**src/rtl/seq_mult.sv**
```systemverilog
// Sequential shift-add multiplier with valid/ready handshakes on both sides.
// Consumes one multiplier bit per clock: YW BUSY cycles per product, then the
// result is held in DONE until the consumer takes it.
// Optional build macro SEQ_MULT_SIGNED_EN adds an is_signed input for
// two's-complement operands (magnitude multiply, sign fixed up at the end).
module seq_mult #(
  parameter int unsigned XW = 8,
  parameter int unsigned YW = 8
) (
  input  logic                 clk,
  input  logic                 rst,
  input  logic                 in_valid,
  output logic                 in_ready,
  input  logic [XW-1:0]        x,
  input  logic [YW-1:0]        y,
`ifdef SEQ_MULT_SIGNED_EN
  input  logic                 is_signed,
`endif
  output logic                 out_valid,
  input  logic                 out_ready,
  output logic [XW+YW-1:0]     p,
  output logic                 busy
);

  localparam int unsigned PW = XW + YW;
  localparam int unsigned CW = $clog2(YW + 1);
  localparam logic [CW-1:0] CntLast = CW'(YW - 1);

  typedef enum logic [1:0] {
    StIdle,
    StBusy,
    StDone
  } state_e;

  state_e          state_q, state_d;
  logic [PW-1:0]   x_q, x_d;     // multiplicand, shifted left each step
  logic [YW-1:0]   y_q, y_d;     // multiplier, shifted right each step
  logic [PW-1:0]   acc_q, acc_d;
  logic [CW-1:0]   cnt_q, cnt_d;
  logic [PW-1:0]   p_q, p_d;
  logic            neg_q, neg_d; // result must be negated when loaded into p

  logic [XW-1:0]   x_mag;
  logic [YW-1:0]   y_mag;
  logic            neg_in;
  logic [PW-1:0]   acc_sum;

  // Operand conditioning: magnitudes and result sign at the accepting edge.
  always_comb begin
    x_mag  = x;
    y_mag  = y;
    neg_in = 1'b0;
`ifdef SEQ_MULT_SIGNED_EN
    if (is_signed) begin
      // The most negative value maps to its own bit pattern, which read as
      // unsigned is exactly the required magnitude.
      if (x[XW-1]) x_mag = -x;
      if (y[YW-1]) y_mag = -y;
      neg_in = x[XW-1] ^ y[YW-1];
    end
`endif
  end

  // Partial-product add for the current multiplier bit.
  always_comb begin
    acc_sum = acc_q + (y_q[0] ? x_q : '0);
  end

  // Next-state, datapath updates and handshake outputs.
  always_comb begin
    state_d   = state_q;
    x_d       = x_q;
    y_d       = y_q;
    acc_d     = acc_q;
    cnt_d     = cnt_q;
    p_d       = p_q;
    neg_d     = neg_q;
    in_ready  = 1'b0;
    out_valid = 1'b0;
    busy      = 1'b1;

    unique case (state_q)
      StIdle: begin
        in_ready = 1'b1;
        busy     = 1'b0;
        if (in_valid) begin
          x_d     = {{YW{1'b0}}, x_mag};
          y_d     = y_mag;
          acc_d   = '0;
          cnt_d   = '0;
          neg_d   = neg_in;
          state_d = StBusy;
        end
      end
      StBusy: begin
        acc_d = acc_sum;
        x_d   = x_q << 1;
        y_d   = y_q >> 1;
        cnt_d = cnt_q + CW'(1);
        // Last multiplier bit: no early exit on zero operands.
        if (cnt_q == CntLast) begin
          p_d     = neg_q ? -acc_sum : acc_sum;
          state_d = StDone;
        end
      end
      StDone: begin
        out_valid = 1'b1;
        if (out_ready) state_d = StIdle;
      end
      default: begin
        state_d = StIdle;
      end
    endcase
  end

  // State and datapath registers; synchronous reset discards any in-flight op.
  always_ff @(posedge clk) begin
    if (rst) begin
      state_q <= StIdle;
      x_q     <= '0;
      y_q     <= '0;
      acc_q   <= '0;
      cnt_q   <= '0;
      p_q     <= '0;
      neg_q   <= 1'b0;
    end else begin
      state_q <= state_d;
      x_q     <= x_d;
      y_q     <= y_d;
      acc_q   <= acc_d;
      cnt_q   <= cnt_d;
      p_q     <= p_d;
      neg_q   <= neg_d;
    end
  end

  assign p = p_q;

endmodule

```
**config.mk**
```make
export PLATFORM = sky130hd
export DESIGN_NAME = seq_mult
export DESIGN_NICKNAME = d
export VERILOG_FILES = /design/src/rtl/seq_mult.sv
export SDC_FILE = /design/constraint.sdc
export NUM_CORES = 1
export LEC_CHECK = 0
export CAP_MARGIN = 20
export CORE_UTILIZATION = 30
export DETAILED_ROUTE_END_ITERATION = 16
export PLACE_DENSITY = 0.61
export SYNTH_ARGS = -nofsm -noshare
export SYNTH_HDL_FRONTEND = slang
export SYNTH_SLANG_ARGS = --single-unit
```
**constraint.sdc**
```tcl
create_clock -name clk -period 2.73 [get_ports clk]
set_clock_uncertainty 0.2 [all_clocks]
set_input_delay 0.546 -clock clk [delete_from_list [all_inputs] [get_ports clk]]
set_output_delay 0.546 -clock clk [all_outputs]
set_load 0.03 [all_outputs]
```
==> run_results.csv <==
group,metric,value,unit
status,status,"finished, final reports clean",
yosys,synth_top_area_share,37.6,%
global_routing,grt_pass1_wl,13500,µm
placed_design,place.gp.congestion,0.848,
global_routing,grt_pass1_vias,2811,
yosys,synth-edff-count,0,
sta,slew_headroom,43.5,%
drt,vias,2951,
power,fin_total_pwr,2.03,mW
worst_setup_path,path_max_fanout,4,
sta,tns,0,ps
global_routing,grt_max_degree,35,
yosys,yosys_warnings,0,
worst_setup_path,critPathBufInv,0,
floorplanning,die_h,107,µm
floorplanning,rows,37,
clocking,cts_setup_buffers,0,
clocking,clk_latency,350,ps
drt,drt-initial-drc-count,161,
hold_path,hp-class,"reg2reg",
worst_setup_path,critPathLaunchType,"flop",
global_routing,grt_overflow,0,
clocking,cts_tree,"built",
worst_setup_path,path_class,"reg2reg",
yosys,ys_seq_area_share,37.6,%
finish,diodes,0,
drt,routedWlPerCell,14.0,µm
global_routing,grt.total_usage,15.1,%
worst_setup_path,crit_cells,9,
clocking,clk_pin_slew,80,ps
yosys,ys_seq_elements,62,
drt,drt-total-wl,8200,µm
sta,min_period,2590,ps
worst_setup_path,critPathMaxStageDelay,480,ps
finish,layout-drive-gt1-share,8.69,%
worst_setup_path,cp_cell_sequence,"and2_1, ha_1, fa_2, a21oi_1, nand4b_1, a21boi_2, a211oi_2, or4_1, nand3_1",
worst_setup_path,reg2reg_depth,9,
power,leakagePower,1.63,nW
sta,setup_viol,0,
floorplanning,start_util,31.4,%
sta,timing.final.hold_violations,0,
worst_setup_path,critPathRequiredTime,2810,ps
yosys,synth_flop_cell,"dfxtp_1",
sta,fin_hold_ws,257,ps
floorplanning,io_pins,39,
sta,period_share,94.7,%
worst_setup_path,rr_endpoint,"acc_q[14]",
worst_setup_path,crit_start,"x_q[0]",
finish,synthToLayoutAreaGrowth,22.6,%
sta,finalWorstSetupSlack,144,ps
clocking,h-tree-depth,3,
placed_design,port_buffers,38,
yosys,syn-cell-area,3300,µm²
worst_setup_path,endpoint,"acc_q[14]",
floorplanning,die_x,107,µm
clocking,clkSinkCount,62,
yosys,avgSynthCellArea,8.00,µm²
worst_setup_path,timing.rr.start,"x_q[0]",
global_routing,antenna_found_initial,0,
yosys,synth_nets,450,
run,maxCapViolCount,0,
sta,rsz0062_at_grt,"no",
finish,post-route-util,38.6,%
placed_design,place_ws,-28.4,ps
sta,fmax,387,MHz
drt,vias_per_cell,5.04,
placed_design,hpwlAfterDp,5930,µm
floorplanning,core_region_area,10500,µm²
worst_setup_path,regToRegSetupSlack,140,ps
worst_setup_path,critPathCaptureType,"flop",
drt,dr.pass1.iters,4,
yosys,syn_inst,413,
drt,antenna_left,0,
finish,nets,483,
sta,tightest_slew,845,ps
worst_setup_path,crit_family,"simple AND/OR/NAND/NOR gates",
worst_setup_path,worst_ep_arrival_time,2670,ps
yosys,yosysTopAreaCell,"dfxtp_1",
power,p_per_area,502,nW/µm²
clocking,clock_path_buffers,2,
yosys,synth_area_leaders,"dfxtp_1, nor2_1, ha_1, a21oi_1, nand2_1",
floorplanning,die_area,11400,µm²
clocking,cts-root-buf,"clkbuf_8",
yosys,synth_cell_types,49,
sta,final_max_slew_viol_count,0,
clocking,hold_buffers,0,
worst_setup_path,worst_path_max_delay_cell,"or4_1",
yosys,synth-async-reset-ratio,0,%
drt,drc,0,
clocking,cts_buffers,9,
power,peakVddDrop,0.207,mV
worst reg2reg max path, stage by stage, from the launching register on:
cell      delay [ps]
dfxtp_1          410
and2_1           160
ha_1             200
fa_2             230
a21oi_1           80
nand4b_1         230
a21boi_2         300
a211oi_2         150
or4_1            480
nand3_1          100
cell usage after synthesis, types with 3 or more instances:
cell and count:
xnor2_1 7, a21oi_1 35, a211oi_1 4, nand3_1 3, xor2_1 7, a22oi_1 16
nor3b_1 3, and2_1 15, ha_1 16, o21ai_1 3, nor2_1 79, clkbuf_1 19
nor3_1 19, buf_1 4, o21ai_0 10, buf_2 5, dfxtp_1 62, nand3b_1 3
a21o_1 6, nand4b_1 3, nor2b_1 19, nand2_1 33, a22o_1 3
kinds of logic after synthesis:
family          count (synthesis)  share of synthesized area, %
buf+inv                        29                          3.48
xor+xnor                       14                          3.71
fa+ha+maj                      17                          6.66
compound gates                102                          21.3
simple gates                  189                          27.3
flops                          62                          37.6
cell type report:
| class | instances | area [µm²] |
|---|---|---|
| Fill cell | 1081 | 6460 |
| Multi-Input combinational cell | 322 | 1960 |
| Sequential cell | 62 | 1240 |
| Timing Repair Buffer | 50 | 465 |
| Tap cell | 136 | 170 |
| Clock buffer | 10 | 138 |
| Clock inverter | 4 | 72.6 |
| Inverter | 1 | 3.75 |
flip-flops by register name, indices dropped and copies added, names as in the netlist:
register  flops
acc_q        16
p            16
x_q          16
y_q           8
cnt_q         4
state_q       2
cell usage in the layout (no fill, tap or decap), drive strengths merged, types with 6 or more instances in the layout:
master         netlist  final
a211oi               6      6
a21o                 6      6
a21oi               35     35
a22oi               16     16
and2                15     15
buf                  9     13
clkbuf              19     10
clkdlybuf4s50        0     37
dfxtp               62     62
ha                  16     16
nand2               33     33
nor2                79     79
nor2b               19     19
nor3                19     19
o21ai               13     13
xnor2                7      7
xor2                 7      7
layer usage:
| metal | part of all wire, % | vias to the layer above | global-route usage, % | wire, µm |
|---|---|---|---|---|
| met5 | 0 | - | 0 | 0 |
| met1 | 48 | 1373 | 19.8 | 3940 |
| met4 | 0.80 | 0 | 3.82 | 66 |
| met2 | 46 | 71 | 23.7 | 3750 |
| met3 | 5.4 | 5 | 5.11 | 441 |
| li1 | - | 1502 | - | - |
worst min path at each step:
stage	start	endpoint	slack, ps	cells past startpoint
floorplan	acc_q[13]	acc_q[13]	230	2
global placement	p[1]	p[1]	240	2
detailed placement	p[9]	p[9]	250	2
CTS	p[4]	p[4]	260	2
global route	p[5]	p[5]	280	2
finish	p[9]	p[9]	260	2
timing repair:
action | in CTS | in global routing
pin swaps | 0 | 2
endpoints found under the setup margin | 4 | 8
resized for setup | 1 | 4
power breakdown:
part | switching (mW) | internal (mW)
sequential | 0.0232 | 0.931
combinational | 0.110 | 0.0858
clock | 0.357 | 0.527
total | 0.490 | 1.54
stage by stage:
step,cells,instance area (µm²)
detailed placement,571,3830
global route,585,4050
floorplan,413,3300
global placement,571,3830
finish,585,4050
CTS,585,4040
Note: power is estimated with default switching activity, not from simulation.
